==> src/rtl/rgb_led_ctrl.sv <==
// rgb_led_ctrl: button-stepped colours and switch-set PWM brightness for four
// RGB LEDs, plus debounced-button XOR switch on the four green LEDs.
module rgb_led_ctrl #(
  parameter int unsigned DEBOUNCE_CYCLES = 1000000,
  parameter int unsigned PWM_BITS        = 8
) (
  input  logic       clk,
  input  logic       rst,
  input  logic [3:0] btn,
  input  logic [3:0] sw,
  output logic [3:0] led,
  output logic [3:0] rgb_r,
  output logic [3:0] rgb_g,
  output logic [3:0] rgb_b
);

  localparam int unsigned CNT_W   = $clog2(DEBOUNCE_CYCLES + 1);
  localparam int unsigned N_LED   = 4;
  localparam int unsigned LEVEL_W = 4;

  // Two-flop synchronisers
  logic [3:0] btn_m_q, btn_m_d, btn_s_q, btn_s_d;
  logic [3:0] sw_m_q,  sw_m_d,  sw_s_q,  sw_s_d;

  // Debounce state and edge detect
  logic [CNT_W-1:0] db_cnt_q [N_LED];
  logic [CNT_W-1:0] db_cnt_d [N_LED];
  logic [3:0]       btn_db_q, btn_db_d;
  logic [3:0]       btn_prev_q, btn_prev_d;

  // Per-LED colour, {r,g,b}
  logic [2:0] color_q [N_LED];
  logic [2:0] color_d [N_LED];

  // PWM counter and per-period duty latch
  logic [PWM_BITS-1:0] pwm_cnt_q, pwm_cnt_d;
  logic [LEVEL_W-1:0]  duty_q, duty_d;
  logic                pwm_on;

  // Registered outputs
  logic [3:0] led_q, led_d;
  logic [3:0] rgb_r_q, rgb_r_d;
  logic [3:0] rgb_g_q, rgb_g_d;
  logic [3:0] rgb_b_q, rgb_b_d;

  // Next-state logic for synchronisers, debounce, colour, PWM and outputs
  always_comb begin
    btn_m_d    = btn;
    btn_s_d    = btn_m_q;
    sw_m_d     = sw;
    sw_s_d     = sw_m_q;
    btn_db_d   = btn_db_q;
    btn_prev_d = btn_db_q;
    db_cnt_d   = db_cnt_q;
    color_d    = color_q;
    pwm_cnt_d  = pwm_cnt_q + PWM_BITS'(1);
    duty_d     = duty_q;
    led_d      = btn_db_q ^ sw_s_q;
    rgb_r_d    = '0;
    rgb_g_d    = '0;
    rgb_b_d    = '0;

    // Duty only changes at the period boundary so a period never mixes levels
    if (pwm_cnt_q == '1) begin
      duty_d = sw_s_q;
    end
    pwm_on = (duty_q == 4'hF) || (pwm_cnt_q[PWM_BITS-1 -: LEVEL_W] < duty_q);

    for (int i = 0; i < int'(N_LED); i++) begin
      if (btn_s_q[i] == btn_db_q[i]) begin
        db_cnt_d[i] = '0;
      end else if (db_cnt_q[i] == CNT_W'(DEBOUNCE_CYCLES - 1)) begin
        btn_db_d[i] = btn_s_q[i];
        db_cnt_d[i] = '0;
      end else begin
        db_cnt_d[i] = db_cnt_q[i] + CNT_W'(1);
      end

      if (btn_db_q[i] && !btn_prev_q[i]) begin
        color_d[i] = color_q[i] + 3'd1;
      end

      rgb_r_d[i] = pwm_on & color_q[i][2];
      rgb_g_d[i] = pwm_on & color_q[i][1];
      rgb_b_d[i] = pwm_on & color_q[i][0];
    end
  end

  // State registers with synchronous reset
  always_ff @(posedge clk) begin
    if (rst) begin
      btn_m_q    <= '0;
      btn_s_q    <= '0;
      sw_m_q     <= '0;
      sw_s_q     <= '0;
      btn_db_q   <= '0;
      btn_prev_q <= '0;
      for (int i = 0; i < int'(N_LED); i++) begin
        db_cnt_q[i] <= '0;
      end
      color_q[0] <= 3'b111;
      color_q[1] <= 3'b000;
      color_q[2] <= 3'b101;
      color_q[3] <= 3'b010;
      pwm_cnt_q  <= '0;
      duty_q     <= '0;
      led_q      <= '0;
      rgb_r_q    <= '0;
      rgb_g_q    <= '0;
      rgb_b_q    <= '0;
    end else begin
      btn_m_q    <= btn_m_d;
      btn_s_q    <= btn_s_d;
      sw_m_q     <= sw_m_d;
      sw_s_q     <= sw_s_d;
      btn_db_q   <= btn_db_d;
      btn_prev_q <= btn_prev_d;
      db_cnt_q   <= db_cnt_d;
      color_q    <= color_d;
      pwm_cnt_q  <= pwm_cnt_d;
      duty_q     <= duty_d;
      led_q      <= led_d;
      rgb_r_q    <= rgb_r_d;
      rgb_g_q    <= rgb_g_d;
      rgb_b_q    <= rgb_b_d;
    end
  end

  assign led   = led_q;
  assign rgb_r = rgb_r_q;
  assign rgb_g = rgb_g_q;
  assign rgb_b = rgb_b_q;

endmodule

==> config.mk <==
export PLATFORM = sky130hd
export DESIGN_NAME = rgb_led_ctrl
export DESIGN_NICKNAME = d
export VERILOG_FILES = /design/src/rtl/rgb_led_ctrl.sv
export SDC_FILE = /design/constraint.sdc
export NUM_CORES = 1
export LEC_CHECK = 0
export ABC_AREA = 0
export CELL_PAD_IN_SITES_DETAIL_PLACEMENT = 0
export CELL_PAD_IN_SITES_GLOBAL_PLACEMENT = 1
export CORE_ASPECT_RATIO = 0.6
export CORE_MARGIN = 3
export CORE_UTILIZATION = 47
export DETAILED_ROUTE_END_ITERATION = 12
export PLACE_DENSITY = 0.87
export REMOVE_ABC_BUFFERS = 1
export SLEW_MARGIN = 5
export SYNTH_ARGS = -nofsm -noshare
export SYNTH_HDL_FRONTEND = slang
export SYNTH_SLANG_ARGS = --single-unit
==> constraint.sdc <==
create_clock -name clk -period 1.8 [get_ports clk]
set_input_delay 0.36 -clock clk [delete_from_list [all_inputs] [get_ports clk]]
set_output_delay 0.36 -clock clk [all_outputs]
set_load 0.005 [all_outputs]
==> results.md, run 1 <==
Outcome:
- The run finished with clean final reports.

Clock network:
- The maximum root-to-sink buffer count is 2.
- TritonCTS created 17 clock buffers.
- The clock sink total is 144.
- TritonCTS built the clock tree.
- The cell at the root of the clock tree is sky130_fd_sc_hd__clkbuf_16.
- The clock-pin slew on the worst setup and hold paths is 0.06 ns.
- The hold buffer count at cts is 0.
- The number of levels the H-tree was split into is 4.
- The clock latency at the later pin of the worst-skew pair is 0.42 ns.

Detailed routing:
- The first detailed-routing pass ran for 4 iterations.
- The remaining antenna violation count after routing is 0.
- The routed design uses 4350 um of met2 wire.
- The routed via count divided by cell count is 4.92.
- The final route contains 4160 vias.
- The number of DRC violations after detailed-routing iteration 0 is 192.
- The post-detailed-route wirelength per cell is 12.4 um.
- After detailed routing, the total wire length is 10500 um.
- Detailed routing placed a total of 410 um of wire on met3.
- The wire length the detailed router placed on met1 is 5590 um.
- The highest layer touched by signal routing is met4.
- After detailed routing, the number of remaining DRC violations is 0.

Synthesis:
- During synthesis, Yosys emitted a total of 0 warnings.
- After synthesis the netlist holds a flip-flop and latch count of 144.
- The area share of the leading cell type in the synthesized netlist is 49.1%.
- The synthesized netlist contains 37 unique library cells.
- For this run, asynchronously set or reset flops after synthesis account for 0%.
- Counting every instance in the synthesized netlist gives 630.
- By area the synthesized netlist is led by sky130_fd_sc_hd__dfxtp_1, sky130_fd_sc_hd__nor2_1, sky130_fd_sc_hd__xor2_1.
- The leading area contributor after synthesis is sky130_fd_sc_hd__dfxtp_1.
- The synthesized design contains 0 enable-type register cells.
- The synthesized area divided by synthesized cell count is 9.31 sq um.
- The share of the Yosys chip area taken by registers is 49.1%.
- In the synthesized netlist, the cells that appear most often are sky130_fd_sc_hd__dfxtp_1, sky130_fd_sc_hd__nor2_1, sky130_fd_sc_hd__xor2_1.
- In the synthesized netlist the dominant register cell turns out to be sky130_fd_sc_hd__dfxtp_1.
- The leading cell type by number of instances after synthesis is sky130_fd_sc_hd__dfxtp_1.
- The combined area of all synthesized cells is 5870 sq um.

Hold path:
- The beginning of the worst hold path is rst.
- The path class of the tightest hold or removal check is input port to register.
- Along the worst hold path, the cell count comes to 2.
- The path with the worst hold slack has its endpoint at pwm_cnt_q[3].

Timing:
- The number of pins with negative max-slew slack in the final report is 0.
- Setup violations remaining at the end of the flow were counted as 0.
- The slew at the pin closest to its max-slew limit is 0.531 ns.
- For this run, the top clock speed supported by timing is 577 MHz.
- Setup repair after global routing could not meet its margin everywhere.
- The part of the cycle the worst path needs is 96.2%.
- After routing, the total negative slack on setup checks comes to 0 ns.
- On the final layout, the worst clock skew is 0.00961 ns.
- Headroom to the max-slew limit came out at 64.5%.
- The minimum clock period after layout is 1.73 ns.
- The hold violation count in the final report is 0.

Layout:
- Fill cells in the final layout number 973.
- Of the cells placed in the final design, the portion with a size suffix greater than 1 is 10.1%.
- In the final design database the tool counted 695 nets.
- The combined area of the multi-input logic cells is 2810 sq um.
- 0 antenna diodes ended up in the layout.
- Compared with the post-synthesis result, the final layout area differs by 19.8%.
- The finished layout holds 846 standard cells, fillers aside.
- In the final layout, flip-flops and latches occupy 2880 sq um.

Job:
- The max-capacitance violation count is 0.

Floorplan:
- The die covers 13900 sq um.
- After floorplanning, the core was sized to cover 11700 sq um.
- The height of the chip is 92.6 um.
- The die is 150 um wide.
- The floorplan has 30 rows.
- The number of top-level pins is 26.
- The initial core utilization is 49.9%.

Power:
- The design draws 6.94 mW.
- The reported leakage power is 2.47 nW.
- Power spread over the standard cell area amounts to 988 nW/um^2.
- The peak supply drop is 0.641 mV.

Critical path:
- The worst setup path is launched from a register.
- The kind of critical path is register to register.
- The data arrival time at the worst-slack endpoint is 2.03 ns.
- The data required time at the worst endpoint is 2.10 ns.
- The worst register-to-register path begins at db_cnt_q[60].
- The cell depth of the worst flop-to-flop path is 6.
- The worst setup path is captured at a register.
- The peak fanout along the critical path is 4.
- The critical register-to-register path endpoint is db_cnt_q[74].
- The worst register-to-register path has a setup slack of 0.07 ns.

Placement:
- The total placed cells including tap cells is 812.
- The detailed placer's ending HPWL is 7300 um.
- The weighted congestion reported at the end of routability-driven placement is 0.814.
- During placement, the flow inserted port buffers numbering 25.

GRT:
- The maximum number of pins on one net before global-route repair is 31.
- Summed over all layers, the global routing overflow is 0.
- The global-route total usage across every layer is 16.2%.
- The wire length of the first global-routing pass is 18100 um.
- The initial antenna violation count is 0.
- The number of global-route vias before repair is 3959.
[layer usage]
| metal | vias up | track usage (%) |
|---|---|---|
| li1 | 2179 | - |
| met1 | 1907 | 22.6 |
| met2 | 65 | 23.7 |
| met3 | 9 | 4.11 |
| met4 | 0 | 6.70 |
| met5 | - | 0 |
[logic make-up (layout without fill, tap and decap cells)]
logic type               count (synthesis)  after routing  share of synthesized area [%]
AO/OA/AOI/OAI                           22             22                           2.90
adder cells (fa/ha/maj)                 12             12                           2.56
buffers and inverters                   46            102                           3.71
multiplexers                             8              8                           1.36
AND/OR/NAND/NOR                        306            306                           26.6
XOR/XNOR                                92             92                           13.7
flip-flops                             144            144                           49.1
[registers in the layout (all words and copies together), names as in the netlist]
signal / count
duty_q: 4
sw_s_q: 4
rgb_r: 4
led: 4
color_q: 12
btn_prev_q: 4
rgb_b: 4
btn_m_q: 4
sw_m_q: 4
btn_s_q: 4
btn_db_q: 4
db_cnt_q: 80
rgb_g: 4
pwm_cnt_q: 8
[stage by stage]
step	hold slack, ns	setup slack (ns)	cell area [sq um]	util (%)
CTS	0.304	0.0337	6980	59.4
global placement	0.428	-0.0427	6360	54.2
global route	0.313	-0.00789	7030	59.8
detailed placement	0.432	-0.0566	6360	54.2
floorplan	0.414	0.0935	5740	-
finish	0.308	0.0682	7030	59.8
[how the worst max path moves through the flow]
stage,start,to,slack (ns),depth (start not counted)
after floorplan,db_cnt_q[0],db_cnt_q[10],0.09,5
after global placement,duty_q[1],rgb_b[0],-0.04,7
after detailed placement,duty_q[1],rgb_b[0],-0.06,7
after CTS,db_cnt_q[60],db_cnt_q[74],0.03,6
after global routing,db_cnt_q[13],db_cnt_q[5],-0.008,6
final,db_cnt_q[60],db_cnt_q[74],0.07,6
[power breakdown]
group / switching, mW / internal (mW) / leakage, nW / total, mW
logic: 0.0571 / 0.0618 / 1.01 / 0.119
registers: 0.0148 / 3.22 / 1.16 / 3.23
clock network: 1.33 / 2.26 / 0.293 / 3.59
total: 1.41 / 5.54 / 2.47 / 6.94
[final cells by class]
cell class / count / area share, %
clock buffer: 20 / 6.50
clock inverter: 12 / 2.24
inverter: 25 / 1.33
multi-input combinational: 440 / 39.9
sequential: 144 / 41.0
tap: 160 / 2.85
timing repair buffer: 45 / 6.16
[worst max-delay path: stages, from the launching register on]
cell and delay, ns:
sky130_fd_sc_hd__dfxtp_1 0.37, sky130_fd_sc_hd__ha_2 0.22, sky130_fd_sc_hd__nand3_2 0.12, sky130_fd_sc_hd__or4_4 0.57, sky130_fd_sc_hd__nor2_2 0.14, sky130_fd_sc_hd__xnor2_1 0.14
sky130_fd_sc_hd__nor2_1 0.06
[placed cells by master (no fill, tap or decap), drive strengths merged, types with 12 or more instances in the layout]
cell	count
buf	21
dfxtp	144
o41ai	12
clkdlybuf4s50	24
nand4	23
ha	12
nand3	33
nor2b	27
xnor2	45
nor2	137
clkbuf	20
inv	27
nand3b	13
nand2	26
xor2	47
[timing repair]
item / 4_1_cts / 5_1_grt
endpoints found under the setup margin: 2 / 62
pin swaps: 0 / 2
buffers inserted: 0 / 2
endpoints found under the hold margin: 0 / 0
gates resized for setup: 1 / 8
gates cloned: 0 / 0
No activity file was read; power rests on OpenSTA's default activity.
==> inputs of run 2 (changes only) <==
Settings changed: CTS_CLUSTER_SIZE from default to 20, HOLD_SLACK_MARGIN from default to 0.06.
==> results of run 2 <==
The final DEF is identical to that of run 1; final timing and power are the same.
==> inputs of run 3 (changes only) <==
Settings changed: SLEW_MARGIN 5 to 20.
==> results of run 3 <==
The final DEF is identical to that of run 1; final timing and power are the same.
